### src/rtl/enc_quad_gen.sv
// enc_quad_gen: register-commanded quadrature A/B generator; index output when ENC_GEN_INDEX_EN is defined
module enc_quad_gen #(
  parameter logic [3:0] ADDR_SPACE = 4'h0,
  parameter logic [3:0] CHAN = 4'h5,
  parameter int IDX_BITS = 12
) (
  input  logic        sysclk,
  input  logic        reset,
  input  logic [15:0] reg_raddr,
  output logic [31:0] reg_rdata,
  input  logic [15:0] reg_waddr,
  input  logic [31:0] reg_wdata,
  input  logic        reg_wen,
  output logic        enc_a,
  output logic        enc_b,
  output logic        enc_i,
  output logic        busy
);
  typedef enum logic [1:0] {IDLE, RUN, CONT} state_t;
  state_t state, state_nx;
  logic [23:0] period, remaining, pos, timer, wval, steps_mag, pos_nx;
  logic [1:0] phase, phase_nx;
  logic [3:0] roff;
  logic dir, cont_mode, wsel, rsel, we_perd, we_steps, we_ctrl, we_pos, abort, step;
  logic unused_ok;
  assign wval = reg_wdata[23:0];
  assign wsel = reg_wen && reg_waddr[15:12] == ADDR_SPACE && reg_waddr[7:4] == CHAN;
  assign rsel = reg_raddr[15:12] == ADDR_SPACE && reg_raddr[7:4] == CHAN;
  assign roff = reg_raddr[3:0];
  assign we_perd = wsel && reg_waddr[3:0] == 4'd0;
  assign we_steps = wsel && reg_waddr[3:0] == 4'd1;
  assign we_ctrl = wsel && reg_waddr[3:0] == 4'd2;
  assign we_pos = wsel && reg_waddr[3:0] == 4'd3;
  assign abort = we_ctrl && reg_wdata[0];
  assign steps_mag = wval[23] ? -wval : wval;
  assign busy = state != IDLE;
  assign step = busy && timer == 24'd0 && !we_steps && !abort;
  assign phase_nx = step ? (dir ? phase - 2'd1 : phase + 2'd1) : phase;
  assign pos_nx = we_pos ? wval : step ? (dir ? pos - 24'd1 : pos + 24'd1) : pos;
  assign unused_ok = ^{reg_raddr[11:8], reg_waddr[11:8], reg_wdata[31:24], IDX_BITS != 0};
  always_comb
    state_nx = abort ? IDLE :
               we_steps ? (wval == 24'd0 ? IDLE : cont_mode ? CONT : RUN) :
               (step && state == RUN && remaining == 24'd1) ? IDLE : state;
  always_comb
    reg_rdata = !rsel ? 32'd0 :
                roff == 4'd0 ? {8'd0, period} :
                roff == 4'd1 ? {{8{remaining[23]}}, remaining} :
                roff == 4'd2 ? {24'd0, busy, cont_mode, dir, phase, enc_i, enc_a, enc_b} :
                roff == 4'd3 ? {8'd0, pos} : 32'd0;
  always_ff @(posedge sysclk)
    if (reset) begin
      state <= IDLE;
      period <= 24'd2;
      remaining <= '0;
      pos <= '0;
      timer <= '0;
      phase <= '0;
      dir <= 1'b0;
      cont_mode <= 1'b0;
      enc_a <= 1'b0;
      enc_b <= 1'b0;
    end else begin
      state <= state_nx;
      pos <= pos_nx;
      phase <= phase_nx;
      enc_a <= phase_nx[0] ^ phase_nx[1];
      enc_b <= phase_nx[1];
      if (we_perd) period <= wval < 24'd2 ? 24'd2 : wval;
      if (we_ctrl) cont_mode <= reg_wdata[1];
      if (we_steps) begin
        dir <= wval[23];
        remaining <= steps_mag;
        timer <= period - 24'd1;
      end else if (abort) remaining <= '0;
      else if (step) begin
        timer <= period - 24'd1;
        remaining <= state == RUN ? remaining - 24'd1 : remaining;
      end else if (busy) timer <= timer - 24'd1;
    end
`ifdef ENC_GEN_INDEX_EN
  always_ff @(posedge sysclk)
    if (reset) enc_i <= 1'b1;
    else enc_i <= pos_nx[IDX_BITS-1:0] == '0;
`else
  assign enc_i = 1'b0;
`endif
endmodule

### config.mk
export PLATFORM = sky130hd
export DESIGN_NAME = enc_quad_gen
export DESIGN_NICKNAME = d
export VERILOG_FILES = /design/src/rtl/enc_quad_gen.sv
export SDC_FILE = /design/constraint.sdc
export NUM_CORES = 1
export LEC_CHECK = 0
export CORE_UTILIZATION = 62
export CTS_CLUSTER_DIAMETER = 40
export DETAILED_ROUTE_END_ITERATION = 8
export PLACE_DENSITY = 0.87
export SKIP_LAST_GASP = 1
export SYNTH_ARGS = -nofsm -noshare
export SYNTH_HDL_FRONTEND = slang
export SYNTH_SLANG_ARGS = --single-unit
### constraint.sdc
create_clock -name sysclk -period 6.74 [get_ports sysclk]
set_input_delay 1.011 -clock sysclk [delete_from_list [all_inputs] [get_ports sysclk]]
set_output_delay 1.011 -clock sysclk [all_outputs]
set_load 0.02 [all_outputs]
==> results.sh, run 1 <==
export IMPL_status="completed"
export IMPL_rows=41
export IMPL_numCtsBuffers=9
export IMPL_die_h_um=117
export IMPL_pin_count=103
export IMPL_layout_common_cells="nor2_1 (139), nand2_1 (120), dfxtp_1 (103)"
export IMPL_relSlewSlack=0.278
export IMPL_power_leakage_nw=3.55
export IMPL_dpl_cell_area_um2=9020
export IMPL_r2r_slack_ps=2710
export IMPL_drive_gt1_frac=0.0448
export IMPL_path_clk_slew_ps=70
export IMPL_postLayoutCellArea_um2=9330
export IMPL_first_iter_violations=1428
export IMPL_drc=0
export IMPL_instances_no_fill=1357
export IMPL_maxCapViolCount=0
export IMPL_grt_pass1_vias=8152
export IMPL_fin_skew_ps=9.84
export IMPL_ys_ff_latch=103
export IMPL_wl_per_cell_um=20.7
export IMPL_grt_pass1_wl_um=42800
export IMPL_clock_sinks=103
export IMPL_start_util=0.643
export IMPL_area_growth_pct=13.6
export IMPL_cp_endpoint="reg_rdata[21]"
export IMPL_post_cts_repair_setup_buffers=0
export IMPL_hold_ws_ps=460
export IMPL_pwr_density_cell_nw_per_um2=137
export IMPL_clockBufferDepth=2
export IMPL_cp_max_fo=15
export IMPL_yosysSeqAreaShare=0.251
export IMPL_dp_cells=1340
export IMPL_cp_startpoint="reg_raddr[1]"
export IMPL_worst_r2r_path_depth=7
export IMPL_yosys_cell_types_count=71
export IMPL_synthCells=1153
export IMPL_regToRegEndpoint="timer[5]"
export IMPL_clockRootBuffer="clkbuf_16"
export IMPL_cts_hold_buf=0
export IMPL_ys_async_sr_fraction=0
export IMPL_dp_hpwl_um=20200
export IMPL_crit_path_frequent_cell="clkdlybuf4s50_1"
export IMPL_synth_nets=1249
export IMPL_cts_tree="built"
export IMPL_maxSlewViolCount=0
export IMPL_nets=1275
export IMPL_setup_viol=0
export IMPL_setup_tns_ps=0
export IMPL_synth_edff_count=0
export IMPL_core_area_um2=12800
export IMPL_critPathSlowestCell="clkdlybuf4s50_1"
export IMPL_gp_congestion=0.981
export IMPL_final_common_cell="nor2_1"
export IMPL_path_cells="clkdlybuf4s50_1, nor3b_1, and2_0, buf_4, a22oi_1, nor3_1, clkdlybuf4s50_1"
export IMPL_htreeDepth=3
export IMPL_critical_path_class="in2out"
export IMPL_hold_viol=0
export IMPL_routed_via_density=6.92
export IMPL_ir_drop_v=0.000136
export IMPL_critical_path_arrival_ps=4070
export IMPL_syn_avg_cell_area_um2=7.12
export IMPL_cp_start_kind="primary input"
export IMPL_netlist_area_um2=8210
export IMPL_die_x_um=117
export IMPL_antenna_found_initial=0
export IMPL_cts_repair_resized=0
export IMPL_endpoint_kind="output port"
export IMPL_rsz0062_at_grt="no"
export IMPL_tightest_slew_ps=1080
export IMPL_final_antenna_net_count=0
export IMPL_yosysWarnings=0
export IMPL_dr_total_vias=9385
export IMPL_gr_total_overflow=0
export IMPL_reg2reg_from="timer[10]"
export IMPL_slowest_delay_ps=680
export IMPL_min_period_ps=5080
export IMPL_hold_path_class="reg2reg"
export IMPL_critPathRequiredTime_ps=5730
export IMPL_worstSkewPairLatency_ps=380
export IMPL_grt_max_degree=61
export IMPL_fin_crit_sh=0.754
export IMPL_dieArea_um2=13700
export IMPL_routed_wl_um=28000
export IMPL_drt_pass1_iter_count=6
export IMPL_grt_usage=0.414
export IMPL_max_freq_mhz=197
export IMPL_numPortBuffers=85
export IMPL_synth_flop_cell="dfxtp_1"
[worst min path at each step]
stage          startpoint        end  slack, ps  cells past startpoint
5_1_grt         timer[19]  timer[19]        490                      2
3_5_place_dp    timer[19]  timer[19]        450                      2
6_report        timer[19]  timer[19]        460                      2
2_1_floorplan   timer[19]  timer[19]        420                      2
3_3_place_gp    timer[19]  timer[19]        440                      2
4_1_cts         timer[19]  timer[19]        460                      2
[logic make-up after synthesis]
| kind of cell | Yosys count | synth area share |
|---|---|---|
| flip-flops | 103 | 0.251 |
| other | 1 | 0.000457 |
| adder cells (fa/ha/maj) | 29 | 0.0451 |
| XOR/XNOR | 59 | 0.0629 |
| AO/OA/AOI/OAI | 315 | 0.247 |
| multiplexers | 15 | 0.0184 |
| AND/OR/NAND/NOR | 528 | 0.323 |
| buffers and inverters | 103 | 0.0524 |
[critical path, delay by kind of cell]
family / cells / cell delay (ps)
and+or+nand+nor: 3 / 1470
buffers and inverters: 3 / 1470
AOI/OAI and AO/OA: 1 / 120
[cell type report]
class | count | area (µm²)
diodes | 1 | 2.50
clock buffers | 9 | 225
well taps | 172 | 215
inverters | 22 | 82.6
clock inverters | 7 | 82.6
flip-flops and latches | 103 | 2060
repair buffers | 96 | 928
fillers | 1052 | 3450
multi-input cells | 947 | 5730
[cells in the mapped netlist, types with 14 or more instances]
cell	count	area share
nor2_1	139	0.064
a22oi_1	37	0.034
nor4_1	22	0.017
nand3_1	36	0.022
o31ai_1	15	0.014
a21oi_1	82	0.050
xnor2_1	29	0.031
inv_1	22	0.010
clkbuf_1	64	0.029
xor2_1	30	0.032
ha_1	28	0.043
nand2_1	120	0.055
or3_1	16	0.012
a211oi_1	21	0.019
dfxtp_1	103	0.25
mux2i_1	14	0.017
o21ai_0	63	0.038
nand2b_1	25	0.019
or4_1	16	0.015
nor3_1	73	0.044
[metrics by stage]
step / setup slack (ps) / total power [mW] / utilization
5_1_grt: 1450 / 1.30 / 0.730
4_1_cts: 1750 / 1.27 / 0.730
2_1_floorplan: 2980 / 0.671 / -
6_report: 1660 / 1.28 / 0.730
3_5_place_dp: 1750 / 0.730 / 0.706
3_3_place_gp: 1750 / 0.729 / 0.706
[registers in the layout (all words and copies together), names as in the netlist]
register   cells
cont_mode      1
period        24
dir            1
remaining     24
enc_a          1
pos           24
enc_b          1
state          2
phase          1
timer         24
[where the power goes]
| part | switching [mW] | internal [mW] | leakage (nW) | total [mW] |
|---|---|---|---|---|
| sequential | 0.000186 | 0.608 | 0.829 | 0.608 |
| clock | 0.269 | 0.293 | 0.144 | 0.562 |
| combinational | 0.0652 | 0.0455 | 2.58 | 0.111 |
| total | 0.334 | 0.946 | 3.55 | 1.28 |
[routing by layer]
| layer | GRT usage | part of all wire | vias to the layer above |
|---|---|---|---|
| met5 | 0 | 0 | - |
| met4 | 0.212 | 0.046 | 0 |
| met3 | 0.0891 | 0.11 | 119 |
| met2 | 0.649 | 0.45 | 640 |
| met1 | 0.538 | 0.40 | 4336 |
| li1 | - | - | 4290 |
(Power assumes the default switching activity.)
==> run 2, diff against run 1 <==
--- a/config.mk
+++ b/config.mk
@@ -5,10 +5,10 @@
 export SDC_FILE = /design/constraint.sdc
 export NUM_CORES = 1
 export LEC_CHECK = 0
-export CORE_UTILIZATION = 62
+export CORE_UTILIZATION = 52
 export CTS_CLUSTER_DIAMETER = 40
 export DETAILED_ROUTE_END_ITERATION = 8
-export PLACE_DENSITY = 0.87
+export PLACE_DENSITY = 0.78
 export SKIP_LAST_GASP = 1
 export SYNTH_ARGS = -nofsm -noshare
 export SYNTH_HDL_FRONTEND = slang
==> constraint.sdc (replaced) <==
create_clock -name sysclk -period 4.5 [get_ports sysclk]
set_input_delay 0.675 -clock sysclk [delete_from_list [all_inputs] [get_ports sysclk]]
set_output_delay 0.675 -clock sysclk [all_outputs]
set_load 0.02 [all_outputs]
==> results.sh, run 2 (same netlist as run 1, synthesis figures left out) <==
export IMPL_status="completed"
export IMPL_critPathSlowestCell="clkdlybuf4s50_1"
export IMPL_hold_path_class="reg2reg"
export IMPL_clock_sinks=103
export IMPL_register_area_um2=2060
export IMPL_drt_pass1_iter_count=6
export IMPL_rsz0062_at_grt="no"
export IMPL_multiInputGateArea_um2=5730
export IMPL_design_power_total_mw=1.96
export IMPL_first_iter_violations=1016
export IMPL_core_area_um2=15300
export IMPL_hold_viol=0
export IMPL_numPortBuffers=85
export IMPL_final_antenna_net_count=0
export IMPL_post_cts_repair_setup_buffers=0
export IMPL_die_h_um=128
export IMPL_grt_pass1_wl_um=45900
export IMPL_cp_num_buf_inv=3
export IMPL_nets=1291
export IMPL_cts_repair_resized=0
export IMPL_wl_per_cell_um=21.0
export IMPL_cts_hold_buf=0
export IMPL_max_freq_mhz=257
export IMPL_path_cells="clkdlybuf4s50_1, nor3b_1, and2_0, buf_4, a221oi_1, nor3_1, clkdlybuf4s50_1"
export IMPL_postLayoutCellArea_um2=9510
export IMPL_critical_path_class="in2out"
export IMPL_area_growth_pct=15.8
export IMPL_pwr_density_cell_nw_per_um2=206
export IMPL_routed_via_density=6.56
export IMPL_clockBufferDepth=2
export IMPL_setup_viol=0
export IMPL_numCtsBuffers=9
export IMPL_cp_top_family="buffers and inverters"
export IMPL_rows=45
export IMPL_path_clk_slew_ps=70
export IMPL_slowest_delay_ps=690
export IMPL_dieArea_um2=16300
export IMPL_critPathRequiredTime_ps=3830
export IMPL_antenna_found_initial=1
export IMPL_dp_hpwl_um=21700
export IMPL_cts_tree="built"
export IMPL_clockRootBuffer="clkbuf_16"
export IMPL_power_leakage_nw=3.64
export IMPL_cp_start_kind="primary input"
export IMPL_worstSkewPairLatency_ps=370
export IMPL_grt_pass1_vias=8514
export IMPL_pin_count=103
export IMPL_min_period_ps=3890
export IMPL_ir_drop_v=0.000196
export IMPL_critical_path_arrival_ps=3220
export IMPL_fin_skew_ps=6.41
export IMPL_crit_path_frequent_cell="clkdlybuf4s50_1"
export IMPL_grt_max_degree=73
export IMPL_cp_max_fo=22
export IMPL_routed_wl_um=29600
export IMPL_antenna_cells=0
export IMPL_maxCapViolCount=0
export IMPL_fillers=1427
export IMPL_start_util=0.536
export IMPL_fin_crit_sh=0.865
export IMPL_final_common_cell="nor2_1"
export IMPL_drc=0
export IMPL_grt_usage=0.365
export IMPL_endpoint_kind="output port"
export IMPL_tightest_slew_ps=1340
export IMPL_dr_total_vias=9253
export IMPL_die_x_um=128
export IMPL_htreeDepth=3
export IMPL_maxSlewViolCount=0
export IMPL_setup_tns_ps=0
export IMPL_drive_gt1_frac=0.0567
export IMPL_gr_total_overflow=0
export IMPL_layout_common_cells="nor2_1 (139), nand2_1 (120), dfxtp_1 (103)"
export IMPL_gp_congestion=0.946
export IMPL_relSlewSlack=0.101
export IMPL_dpl_cell_area_um2=9190
==> run 2: per-layer routing <==
| layer | global-route usage | up-vias | routed length [µm] |
|---|---|---|---|
| met5 | 0 | - | 13 |
| met4 | 0.203 | 2 | 1590 |
| met3 | 0.0910 | 125 | 2970 |
| met2 | 0.582 | 515 | 13300 |
| met1 | 0.452 | 4293 | 11800 |
| li1 | - | 4318 | - |
==> run 2: worst reg2reg max path: stages (launching register included) <==
cell and delay (ps):
dfxtp_1 340, or4_1 690, nor4_4 520, nand4_2 420, nand2_1 750, o21ai_0 200
a22oi_1 170, nor2_1 50
==> run 2: power breakdown <==
part	total, mW	switching [mW]	internal, mW
Sequential	0.911	0.000283	0.911
Clock	0.884	0.382	0.501
Combinational	0.166	0.0953	0.0703
Total	1.96	0.478	1.48
==> run 2: final cells by class <==
type | instances | share of cell area
tap | 211 | 0.0278
clock buffer | 10 | 0.0251
inverter | 22 | 0.00869
sequential | 103 | 0.217
timing repair buffer | 112 | 0.110
clock inverter | 5 | 0.00855
multi-input combinational | 947 | 0.603
==> run 2: final timing paths <==
check / start / endpoint / slack (ps) / cells past startpoint
setup / recovery: reg_raddr[1] / reg_rdata[4] / 610 / 7
hold / removal: timer[19] / timer[19] / 470 / 2
setup reg to reg: timer[10] / timer[5] / 1240 / 7
hold reg to reg: timer[19] / timer[19] / 470 / 2
==> run 2: through the flow <==
step | utilization | hold slack [ps] | std cells | setup slack (ps)
6_report | 0.621 | 465 | 1410 | 608
3_3_place_gp | 0.600 | 447 | 1395 | 711
2_1_floorplan | - | 425 | 1153 | 1410
4_1_cts | 0.621 | 463 | 1410 | 704
3_5_place_dp | 0.600 | 453 | 1395 | 680
5_1_grt | 0.621 | 479 | 1410 | 459
